===== src/rtl/addsub_pkg.sv =====
// Shared definitions for the pipelined add/subtract datapath.
// Optional build macro used by the top: ADDSUB_SATURATE_EN.
package addsub_pkg;

    localparam int unsigned W_DEFAULT     = 16;
    localparam int unsigned CHUNK_DEFAULT = 4;

    // Operation select carried alongside each operand pair
    localparam logic MODE_ADD = 1'b0;
    localparam logic MODE_SUB = 1'b1;

    // Pipeline depth for a given width/slice size (guarded against CHUNK=0)
    function automatic int unsigned stages_f(input int unsigned w, input int unsigned chunk);
        return (chunk == 0) ? 1 : (w / chunk);
    endfunction

    // Legal configuration: W is a non-zero multiple of CHUNK
    function automatic bit cfg_ok(input int unsigned w, input int unsigned chunk);
        return (chunk != 0) && (w >= chunk) && ((w % chunk) == 0);
    endfunction

endpackage


===== src/rtl/addsub_slice.sv =====
// Combinational CHUNK-bit slice: {cout, s} = a + (sub ? ~b : b) + cin.
module addsub_slice
    import addsub_pkg::*;
#(
    parameter int unsigned CHUNK = CHUNK_DEFAULT
) (
    input  logic [CHUNK-1:0] a,
    input  logic [CHUNK-1:0] b,
    input  logic             cin,
    input  logic             sub,
    output logic [CHUNK-1:0] s,
    output logic             cout
);

    logic [CHUNK-1:0] b_eff;
    logic [CHUNK:0]   sum;

    // Subtract is a + ~b + 1, the +1 arriving on cin of the lowest slice
    always_comb begin
        b_eff = (sub == MODE_SUB) ? ~b : b;
        sum   = (CHUNK+1)'(a) + (CHUNK+1)'(b_eff) + (CHUNK+1)'(cin);
        s     = sum[CHUNK-1:0];
        cout  = sum[CHUNK];
    end

endmodule


===== src/rtl/pipelined_addsub.sv =====
// Pipelined unsigned W-bit add/subtract, one CHUNK-bit slice per stage,
// carry/borrow registered between stages, operands skewed in, results deskewed out.
// Build macro ADDSUB_SATURATE_EN: clamp the result on borrow (to 0) or carry (to all-ones).
module pipelined_addsub
    import addsub_pkg::*;
#(
    parameter int unsigned W     = W_DEFAULT,
    parameter int unsigned CHUNK = CHUNK_DEFAULT
) (
    input  logic         clock,
    input  logic         reset,
    input  logic         io_in_valid,
    output logic         io_in_ready,
    input  logic [W-1:0] io_in_a,
    input  logic [W-1:0] io_in_b,
    input  logic         io_in_sub,
    output logic         io_out_valid,
    input  logic         io_out_ready,
    output logic [W-1:0] io_out_s,
    output logic         io_out_c
);

    localparam int unsigned STAGES = stages_f(W, CHUNK);
    localparam int unsigned TOP    = STAGES - 1;

    if (!cfg_ok(W, CHUNK)) begin : g_cfg_check
        $error("pipelined_addsub: W must be a non-zero multiple of CHUNK");
    end

    logic              adv;
    logic [STAGES-1:0] valid_q, valid_d;
    logic [STAGES-1:0] c_q, c_d;
    logic [STAGES-1:0] sub_q, sub_d;
    logic [STAGES-1:0] cout;
    logic [W-1:0]      s_raw;

    assign io_out_valid = valid_q[TOP];

    // Single global enable: the whole pipe advances unless the output is blocked
    always_comb begin
        adv         = io_out_ready | ~io_out_valid;
        io_in_ready = adv;
    end

    // Next-state for per-stage valid, carry and mode; bubbles shift like items
    always_comb begin
        valid_d    = valid_q;
        sub_d      = sub_q;
        c_d        = cout;
        valid_d[0] = io_in_valid;
        sub_d[0]   = io_in_sub;
        for (int k = 1; k < STAGES; k++) begin
            valid_d[k] = valid_q[k-1];
            sub_d[k]   = sub_q[k-1];
        end
    end

    // Stage control registers; reset wins over the advance enable
    always_ff @(posedge clock) begin
        if (!reset) begin
            valid_q <= '0;
            c_q     <= '0;
            sub_q   <= '0;
        end else if (adv) begin
            valid_q <= valid_d;
            c_q     <= c_d;
            sub_q   <= sub_d;
        end
    end

    for (genvar k = 0; k < STAGES; k++) begin : g_slice
        localparam int unsigned LO   = k * CHUNK;
        localparam int unsigned NRES = STAGES - k;

        logic [CHUNK-1:0] a_k;
        logic [CHUNK-1:0] b_k;
        logic             cin_k;
        logic             sub_k;
        logic [CHUNK-1:0] s_k;
        logic [CHUNK-1:0] s_q [NRES];
        logic [CHUNK-1:0] s_d [NRES];

        if (k == 0) begin : g_head
            // Lowest slice works straight off the input; cin seeds the +1 for subtract
            always_comb begin
                a_k   = io_in_a[LO +: CHUNK];
                b_k   = io_in_b[LO +: CHUNK];
                cin_k = io_in_sub;
                sub_k = io_in_sub;
            end
        end else begin : g_skew
            localparam int unsigned DEPTH = k;

            logic [CHUNK-1:0] a_q [DEPTH];
            logic [CHUNK-1:0] a_d [DEPTH];
            logic [CHUNK-1:0] b_q [DEPTH];
            logic [CHUNK-1:0] b_d [DEPTH];

            // Operand skew line so slice k meets the carry from stage k-1
            always_comb begin
                a_d    = a_q;
                b_d    = b_q;
                a_d[0] = io_in_a[LO +: CHUNK];
                b_d[0] = io_in_b[LO +: CHUNK];
                for (int i = 1; i < DEPTH; i++) begin
                    a_d[i] = a_q[i-1];
                    b_d[i] = b_q[i-1];
                end
            end

            // Operand skew registers
            always_ff @(posedge clock) begin
                if (!reset) begin
                    for (int i = 0; i < DEPTH; i++) begin
                        a_q[i] <= '0;
                        b_q[i] <= '0;
                    end
                end else if (adv) begin
                    a_q <= a_d;
                    b_q <= b_d;
                end
            end

            // Slice inputs arrive aligned with the previous stage's registered carry
            always_comb begin
                a_k   = a_q[DEPTH-1];
                b_k   = b_q[DEPTH-1];
                cin_k = c_q[k-1];
                sub_k = sub_q[k-1];
            end
        end

        addsub_slice #(
            .CHUNK (CHUNK)
        ) u_slice (
            .a    (a_k),
            .b    (b_k),
            .cin  (cin_k),
            .sub  (sub_k),
            .s    (s_k),
            .cout (cout[k])
        );

        // Result deskew line: stage register plus STAGES-1-k delays
        always_comb begin
            s_d    = s_q;
            s_d[0] = s_k;
            for (int i = 1; i < NRES; i++) begin
                s_d[i] = s_q[i-1];
            end
        end

        // Result deskew registers
        always_ff @(posedge clock) begin
            if (!reset) begin
                for (int i = 0; i < NRES; i++) begin
                    s_q[i] <= '0;
                end
            end else if (adv) begin
                s_q <= s_d;
            end
        end

        assign s_raw[LO +: CHUNK] = s_q[NRES-1];
    end

    // Output flag is borrow for subtract, carry for add; optional clamp on overflow
    always_comb begin
        io_out_c = c_q[TOP] ^ sub_q[TOP];
        io_out_s = s_raw;
`ifdef ADDSUB_SATURATE_EN
        if (io_out_c) begin
            io_out_s = (sub_q[TOP] == MODE_SUB) ? '0 : '1;
        end
`endif
    end

endmodule


===== config.mk =====
export PLATFORM = sky130hd
export DESIGN_NAME = pipelined_addsub
export DESIGN_NICKNAME = d
export VERILOG_FILES = /design/src/rtl/addsub_pkg.sv /design/src/rtl/addsub_slice.sv /design/src/rtl/pipelined_addsub.sv
export SDC_FILE = /design/constraint.sdc
export NUM_CORES = 1
export LEC_CHECK = 0
export ABC_CLOCK_PERIOD_IN_PS = 1700
export BUFFER_PORTS_ARGS = -buffer_cell sky130_fd_sc_hd__buf_4
export CAP_MARGIN = 20
export CORE_MARGIN = 2
export CORE_UTILIZATION = 24
export DETAILED_ROUTE_END_ITERATION = 16
export SLEW_MARGIN = 0
export SYNTH_ARGS = -nofsm -noshare
export SYNTH_HDL_FRONTEND = slang
export SYNTH_HIERARCHICAL = 1
export SYNTH_SLANG_ARGS = --single-unit

===== constraint.sdc =====
create_clock -name clock -period 1.7 [get_ports clock]
set_input_delay 0.255 -clock clock [delete_from_list [all_inputs] [get_ports clock]]
set_output_delay 0.255 -clock clock [all_outputs]
set_load 0.01 [all_outputs]

# Word level (Yosys, flattened, before mapping)
# Cells that the tools add are included.
classes:
  add_sub_neg: 8
  multipliers: 0
  div_mod_pow: 0
  n_lt_le_gt_ge: 0
  eq_ne: 0
  n_shift: 0
  n_mux: 4
  bitwise_logic: 7
  n_reduce_logical: 0
op_table:
  columns: ["cell", "count"]
  rows:
  - ["$add 4x4->5", 4]
  - ["$add 5x1->5", 4]
  - ["$mux 4", 4]
  - ["$not 4->4", 4]
  - ["$not 1->1", 1]
  - ["$or 1x1->1", 1]
  - ["$xor 1x1->1", 1]
totals:
  register_bits: 100
  latch_bits: 0
  ram_bits: 0
  rom_bits: 0
  inputBits: 37
  out_inout_bits: 19
  word_cells: 44
  memories: 0

# Logic depth before layout (Yosys ltp)
# Gate-level depths: netlist of run 1.
depth:
  word_depth: 4
  ltp_mapped: 8
  mapped_depth_nobuf: 8

# Hierarchy
# Netlist of run 1, hierarchy kept.
by_module_without_submodules:
  columns: ["module", "n_inst", "cells_each", "area_per_inst_um2"]
  rows:
  - ["pipelined_addsub", 1, 375, 3753.6]
  - ["addsub_slice at g_slice[0].u_slice ...", 2, 19, 175.2]
  - ["addsub_slice at g_slice[3].u_slice", 1, 20, 176.4]
  - ["addsub_slice at g_slice[1].u_slice", 1, 20, 175.2]

# Worst setup path after synthesis of run 1
# OpenSTA, ideal clock, no wires.
synth_timing:
  kind: "reg2reg"
  start: "register sub_q[0]"
  end: "register c_q[1]"
  arrival_ps: 1643
  path_slack_ps: -62
  path_stages_with_launch: 9
  n_path_buf: 0
  synth_period_minus_slack_ps: 1762
  path_cell_list: "dfxtp_1 xnor2_1 fa_1 inv_1 fa_1 a21o_2 a21o_1 nand2_1 mux2i_1"
synth_via:
  elab_chain_len: 3
synth_rtl:
  columns: ["element", "line", "source"]
  rows:
  - ["start, declared", "pipelined_addsub.sv:33", "logic [STAGES-1:0] sub_q, sub_d;"]
  - ["start signal, assigned", "pipelined_addsub.sv:67", "sub_q <= sub_d;"]
  - ["$mux 4", "addsub_slice.sv:20", "b_eff = (sub == MODE_SUB) ? ~b : b;"]
  - ["$add 4x4->5", "addsub_slice.sv:21", "sum = (CHUNK+1)'(a) + (CHUNK+1)'(b_eff) + (CHUNK+1)'(cin);"]
  - ["$add 5x1->5", "addsub_slice.sv:21", null]
  - ["via c_d[1]", "pipelined_addsub.sv:32", "logic [STAGES-1:0] c_q, c_d;"]
  - ["end signal, assigned", "pipelined_addsub.sv:62", "c_q <= '0;"]
  - ["end signal, assigned", "pipelined_addsub.sv:66", "c_q <= c_d;"]
  - ["end, declared", "pipelined_addsub.sv:32", null]
# The timed path passes the listed nets, and every way through them passes these cells.
# A chain may end at the register's enable or synchronous reset.

# Final worst setup path of run 1
# Ends and elaborated chain as after synthesis.

==> results of run 1 <==
[metal layers]
| metal | global-route usage, % | up-vias | part of all wire, % |
|---|---|---|---|
| li1 | - | 1603 | - |
| met1 | 11.6 | 1369 | 50 |
| met2 | 13.4 | 44 | 44 |
| met3 | 3.66 | 9 | 5.3 |
| met4 | 3.19 | 0 | 1.3 |
| met5 | 0 | - | 0 |
[worst max-delay path: cells and delay by family (launching register included)]
| kind | cells | cell delay [ns] |
|---|---|---|
| compound gates | 2 | 0.36 |
| xor+xnor | 1 | 0.17 |
| fa+ha+maj | 2 | 0.56 |
| buf+inv | 1 | 0.04 |
| flops | 1 | 0.34 |
| mux | 1 | 0.06 |
| simple gates | 1 | 0.05 |
[through the flow]
| stage | utilization, % | power [uW] | hold slack [ns] | area (um2) | setup TNS (ns) |
|---|---|---|---|---|---|
| final | 30.8 | 5190 | 0.155 | 5580 | 0 |
| after global routing | 30.8 | 5470 | 0.143 | 5580 | -0.288 |
| after CTS | 30.4 | 5280 | 0.141 | 5500 | -0.0722 |
| after detailed placement | 28.6 | 3220 | 0.453 | 5170 | -0.174 |
| after global placement | 28.6 | 3210 | 0.447 | 5170 | -0.127 |
| after floorplan | - | 2990 | 0.390 | 4460 | -0.00986 |
[Yosys cell counts, drive strengths merged]
| library cell | n | area share, % |
|---|---|---|
| dfxtp | 100 | 45 |
| xnor2 | 6 | 1.2 |
| xor2 | 19 | 3.7 |
| a31oi | 2 | 0.28 |
| a21o | 10 | 1.8 |
| nor2b | 1 | 0.31 |
| nand2 | 147 | 12 |
| o21a | 1 | 0.17 |
| ha | 12 | 3.4 |
| fa | 8 | 3.6 |
| mux2i | 99 | 22 |
| buf | 24 | 3.8 |
| a21oi | 2 | 0.22 |
| nand3b | 1 | 0.17 |
| o21ai | 1 | 0.11 |
| clkbuf | 3 | 0.25 |
| inv | 16 | 1.3 |
| clkinv | 1 | 0.084 |
[area by class of cell]
type | instances | area (um2) | share of cell area [%]
clock buffers | 10 | 239 | 4.29
clock inverters | 6 | 55.1 | 0.987
inverters | 17 | 63.8 | 1.14
multi-input cells | 309 | 2280 | 40.8
flip-flops and latches | 100 | 2010 | 36.0
well taps | 229 | 287 | 5.14
repair buffers | 80 | 646 | 11.6
[kinds of logic (layout without fill, tap and decap cells)]
family | after synthesis | after routing | synth area share (%)
adders and majority gates | 20 | 20 | 6.96
AOI/OAI and AO/OA | 16 | 16 | 2.56
xor gates and xnor gates | 25 | 25 | 4.91
buffers and inverters | 44 | 113 | 5.53
and+or+nand+nor | 149 | 149 | 12.9
muxes | 99 | 99 | 22.2
DFF | 100 | 100 | 44.9
[power by group through the flow]
stage                     Clock, uW  Combinational, uW  Sequential [uW]
after floorplan                   0                388             2610
after global placement            0                605             2600
after detailed placement          0                613             2600
after CTS                      2100                624             2550
after global routing           2190                720             2570
final                          2010                631             2550
[flip-flops by register name, summed over array words and instances, names as in the netlist]
register            count
c_q                     4
io_out_s               12
g_slice.b_k            12
g_slice.a_k            12
g_slice.g_skew.b_d     12
g_slice.s_q             4
sub_q                   4
valid_q                 4
g_slice.s_d            24
g_slice.g_skew.a_d     12
[timing repair]
action                     in CTS  in global routing
setup endpoints to repair       5                  9
pin swaps                       4                 14
buffers inserted                0                  4
resized for setup              11                 11
[how the worst max path moves through the flow]
stage,to,from,slack [ns],depth (start not counted)
after floorplan,c_q[1]$_SDFFE_PN0P_,sub_q[0]$_SDFFE_PN0P_,-0.01,8
after global placement,c_q[0]$_SDFFE_PN0P_,io_in_sub,-0.06,9
after detailed placement,c_q[0]$_SDFFE_PN0P_,io_in_sub,-0.08,9
after CTS,g_slice[2].s_d[3]$_SDFFE_PN0P_,sub_q[1]$_SDFFE_PN0P_,-0.03,8
after global routing,c_q[2]$_SDFFE_PN0P_,sub_q[1]$_SDFFE_PN0P_,-0.08,8
final,c_q[1]$_SDFFE_PN0P_,sub_q[0]$_SDFFE_PN0P_,0.006,8
==> metrics.md, run 1 <==
| Metric | Value |
|---|---|
| Final WL | `8400 um` |
| Setup crit end kind | `flop` |
| Combinational share of power | `12.2%` |
| P&R area growth vs syn | `25.2%` |
| Finished Layout Cells | `751` |
| Worst slack at placement | `-0.0784 ns` |
| Leak | `0.00230 uW` |
| Die Wd | `140 um` |
| Rel. slew slack | `79.5%` |
| WHS Endpoint | `g_slice[2].g_skew.a_d[3]$_SDFFE_PN0P_` |
| Hold WC Path Type | `in -> reg` |
| CTS tree | `built` |
| Worst-Skew Late Latency | `0.35 ns` |
| Worst Path Max Fanout | `2` |
| Cts hold-fix bufs | `0` |
| Drt via density | `4.03` |
| Share of layout cells above drive strength 1 | `23.6%` |
| Initial Util | `24.6%` |
| Final Setup Violations | `0` |
| Clk slew on worst S/H paths | `0.07 ns` |
| Cell total after placement | `731` |
| # clock sinks | `100` |
| Sequential fraction of the synthesis area | `44.9%` |
| Post-synth cell types | `22` |
| CP arrival | `1.93 ns` |
| Number of diodes | `0` |
| Max Cap Violations | `0` |
| Fillers | `1906` |
| CP cell instances | `xnor2_2, fa_2, inv_2, fa_2, a21o_2, a21o_1, nand2_1, mux2i_1` |
| Ports | `56` |
| Core Footprint | `18100 um2` |
| Rows | `49` |
| Top cell by count, worst path | `fa_2` |
| Syn Inst Count | `453` |
| Routed via count | `3025` |
| DR DRC count | `0` |
| Hold Crit Start | `io_in_a[11]` |
| Setup crit start kind | `flop` |
| Status | `finished clean` |
| RR Endpoint | `c_q[1]$_SDFFE_PN0P_` |
| Unrepaired setup endpoints after global routing | `true` |
| Global Route Usage Sum | `8.96%` |
| Clock Tree Root | `clkbuf_16` |
| First drt pass iteration count | `4` |
| Total grt overflow | `0` |
| Min Tclk post-route | `1.69 ns` |
| Vias in the first global route | `2925` |
| Max-slew violations | `0` |
| Most frequent cells in the layout | `nand2_1, mux2i_1, dfxtp_1, buf_4, xor2_1` |
| Sw Ratio | `25.3%` |
| Worst Hold Depth | `3` |
| Die height | `140 um` |
| Post-layout net count | `574` |
| Number of port buffers | `55` |
| Clk pwr share | `38.7%` |
| Yosys warning count | `6` |
| Mean area per synthesized cell | `9.84 um2` |
| WL/cell | `11.2 um` |
| Antenna Nets Post-Route | `0` |
| Final worst slack | `0.00608 ns` |
| Antenna violations before repair | `0` |
| Max incr delay on CP | `0.34 ns` |
| DP HPWL | `5770 um` |
| Period Utilization, post-route | `99.6%` |
| Die Footprint | `19700 um2` |
| Seq pwr share | `49.2%` |
| Syn Nets | `510` |
| First-pass GRT wire length | `14000 um` |
| VDD IR-drop max | `473 uV` |
| Skew final | `0.00948 ns` |
| Slowest cell on crit path | `dfxtp_2` |
| Most common cell after layout, fill and taps aside | `nand2_1` |
| Post-synthesis register bit count | `100` |
| Worst r2r src | `sub_q[0]$_SDFFE_PN0P_` |
| Endpoints failing hold | `0` |
| Least-Margin Pin Slew | `0.307 ns` |
| Pin count of the biggest net entering global routing | `45` |
| Pint | `3880 uW` |
| Sw Pwr | `1310 uW` |
| GP Congestion | `0.733` |
| Initial DRC count | `97` |
| Reg2Reg Depth | `8` |
| FF-to-FF setup slack | `0.006 ns` |
| Cell Area, Synth | `4460 um2` |
| H-Tree Depth | `3` |
| Clock buffer count from CTS | `9` |
| Required time of the critical path | `1.94 ns` |
| Critical path class | `reg -> reg` |
| P per Cell Area | `931 nW/um2` |
| Longest Clk Path Bufs | `2` |
| Max Clk Rate | `590 MHz` |
Power figures use the tool's default switching activity.
==> inputs of run 2 (changes only) <==
CORE_ASPECT_RATIO = 1.5   (was unset)
SYNTH_HIERARCHICAL = unset   (was 1)
==> run 2 against run 1 <==
Clock-buffer cell count rose by 1. Hold slack improved by 0.00068 ns. Via count rose by 9.3%. Utilization fell by 0.42 points. Sequential power barely moved. Critical path type unchanged. Highest routed layer unchanged.
==> metrics.md, run 2 <==
| Metric | Value |
|---|---|
| Clk pwr share | `38.3%` |
| Vias in the first global route | `3136` |
| Max Clk Rate | `595 MHz` |
| Status | `finished clean` |
| Core Util, Final | `30.4%` |
| Rows | `59` |
| Yosys warning count | `0` |
| Mean area per synthesized cell | `8.36 um2` |
| Ys async rst share | `0%` |
| Most common cell after layout, fill and taps aside | `nand2_1` |
| Synth cell count leaders | `nand2_1, dfxtp_1, a21oi_1, xor2_1` |
| CP arrival | `1.94 ns` |
| Number of diodes | `0` |
| Fillers | `1880` |
| Max-slew violations | `0` |
| DR DRC count | `0` |
| DP HPWL | `6420 um` |
| Antenna Nets Post-Route | `0` |
| Unrepaired setup endpoints after global routing | `true` |
| Combinational share of power | `11.6%` |
| Syn Inst Count | `504` |
| Clk slew on worst S/H paths | `0.07 ns` |
| Finished Layout Cells | `768` |
| Endpoints failing hold | `0` |
| # clock sinks | `100` |
| Setup_tns | `0 ns` |
| Post-layout net count | `606` |
| P per Cell Area | `977 nW/um2` |
| Clock Tree Root | `clkbuf_16` |
| Clock buffer count from CTS | `9` |
| Final Setup Violations | `0` |
| Leak | `0.00216 uW` |
| Number of port buffers | `55` |
| Seq. cell area | `2010 um2` |
| Longest Clk Path Bufs | `2` |
| Initial Util | `24.4%` |
| Multi-input combinational cell area | `2040 um2` |
| VDD IR-drop max | `454 uV` |
| Critical path class | `reg -> reg` |
| Setup crit start kind | `flop` |
| Number of flops mapped to enable cells by yosys | `0` |
| Skew final | `0.00873 ns` |
| First-pass GRT wire length | `15300 um` |
| Most frequent cells in the layout | `nand2_1, dfxtp_1, a21oi_1, buf_4` |
| Die height | `166 um` |
| P&R area growth vs syn | `24.7%` |
| Max Cap Violations | `0` |
| Ys flop type | `dfxtp_1` |
| H-Tree Depth | `3` |
| Share of layout cells above drive strength 1 | `21.6%` |
| Least-Margin Pin Slew | `0.324 ns` |
| Antenna violations before repair | `0` |
| Total grt overflow | `0` |
| Die Footprint | `18600 um2` |
| Ranking of synthesized cells by area | `dfxtp_1, nand2_1, a21oi_1` |
| Pin count of the biggest net entering global routing | `64` |
| Ports | `56` |
| Pint | `3840 uW` |
| Area after DPL | `4850 um2` |
| Cell with the most instances after synthesis | `nand2_1` |
| Initial DRC count | `127` |
| Final Cell Area | `5250 um2` |
| Min Tclk post-route | `1.68 ns` |
| Sw Pwr | `1290 uW` |
| Post-synthesis register bit count | `100` |
| CTS tree | `built` |
| Rel. slew slack | `78.4%` |
| Largest register FFs | `24` |
| Global Route Usage Sum | `10.2%` |
| Cell Area, Synth | `4210 um2` |
| Drt via density | `4.30` |
| Setup crit end kind | `flop` |
| Top-area cell type share of the netlist area | `47.5%` |
| GP Congestion | `0.757` |
| Required time of the critical path | `1.96 ns` |
| Hold WC Path Type | `in -> reg` |
| Syn Nets | `560` |
| WL/cell | `12.5 um` |
| Worst-Skew Late Latency | `0.35 ns` |
| Routed via count | `3306` |
| Die Wd | `112 um` |
| Seq pwr share | `50.1%` |
| Sequential fraction of the synthesis area | `47.5%` |
| Cell total after placement | `749` |
| Core Footprint | `17300 um2` |
| Worst Path Max Fanout | `2` |
| First drt pass iteration count | `6` |
| Sw Ratio | `25.2%` |
| Post-synth top area cell | `dfxtp_1` |
| Final WL | `9630 um` |
| Hold WS | `0.156 ns` |
| Period Utilization, post-route | `98.9%` |
| Post-synth cell types | `29` |
[run 2: changes by cell type after synthesis, moves of 4 or more]
cell and delta:
mux2i_1 -99, a21oi_1 +90, nand2_1 +23, nor2_1 +11, a211oi_2 +8, nand3_1 +8
clkbuf_1 +6, inv_1 -6, xor2_1 -6, buf_1 +4, buf_6 -4, o21ai_0 +4
[run 2: worst paths after layout]
check / startpoint / endpoint / slack (ns) / cells past startpoint
hold reg to reg: g_slice[1].s_d[4]$_SDFFE_PN0P_ / g_slice[1].s_d[0]$_SDFFE_PN0P_ / 0.45 / 2
hold / removal: io_in_b[10] / g_slice[2].g_skew.b_d[2]$_SDFFE_PN0P_ / 0.16 / 3
setup / recovery: g_slice[1].b_k[0]$_SDFFE_PN0P_ / c_q[1]$_SDFFE_PN0P_ / 0.02 / 6
setup reg to reg: g_slice[1].b_k[0]$_SDFFE_PN0P_ / c_q[1]$_SDFFE_PN0P_ / 0.02 / 6
[run 2: what timing repair did]
item / CTS / global route
buffers inserted: 0 / 2
setup endpoints to repair: 0 / 11
hold buffers: 0 / 0
resized for setup: 0 / 18
[run 2: cells by family after synthesis]
kind of cell               after synthesis  synth area share, %
AOI/OAI and AO/OA                      116                 16.4
xor gates and xnor gates                21                 4.37
adders and majority gates               19                 6.89
buffers and inverters                   49                 5.88
DFF                                    100                 47.5
muxes                                    1                0.356
and+or+nand+nor                        198                 18.6
[run 2: area by class of cell]
cell class / count / share of cell area (%)
Clock buffer: 11 / 4.62
Clock inverter: 5 / 0.834
Inverter: 12 / 0.905
Multi-Input combinational cell: 355 / 38.9
Sequential cell: 100 / 38.2
Tap cell: 213 / 5.07
Timing Repair Buffer: 72 / 11.5
[run 2: metrics by stage]
step / setup WS [ns] / power [uW]
6_report: 0.0188 / 5130
5_1_grt: -0.0711 / 5380
4_1_cts: 0.0114 / 5180
3_5_place_dp: -0.0391 / 3200
3_3_place_gp: 0.00353 / 3200
2_1_floorplan: -0.0274 / 2980
[run 2: routing by layer]
metal,track usage (%),up-vias,share of wire (%)
li1,-,1735,-
met1,12.4,1523,46
met2,17.1,36,50
met3,2.04,12,2.4
met4,4.61,0,2.0
met5,0,-,0
[run 2: critical path, cell delays in order, from the launching register on]
cell and delay (ns):
dfxtp_1 0.33, xnor2_2 0.14, fa_2 0.35, fa_2 0.36
nor2b_1 0.11, o21ai_0 0.08, a221oi_1 0.22
[run 2: power groups by stage]
stage / clock [uW] / combinational, uW / sequential, uW
final: 1970 / 594 / 2570
after global routing: 2120 / 670 / 2590
after CTS: 2030 / 582 / 2570
after detailed placement: 0 / 579 / 2620
after global placement: 0 / 576 / 2620
after floorplan: 0 / 371 / 2610
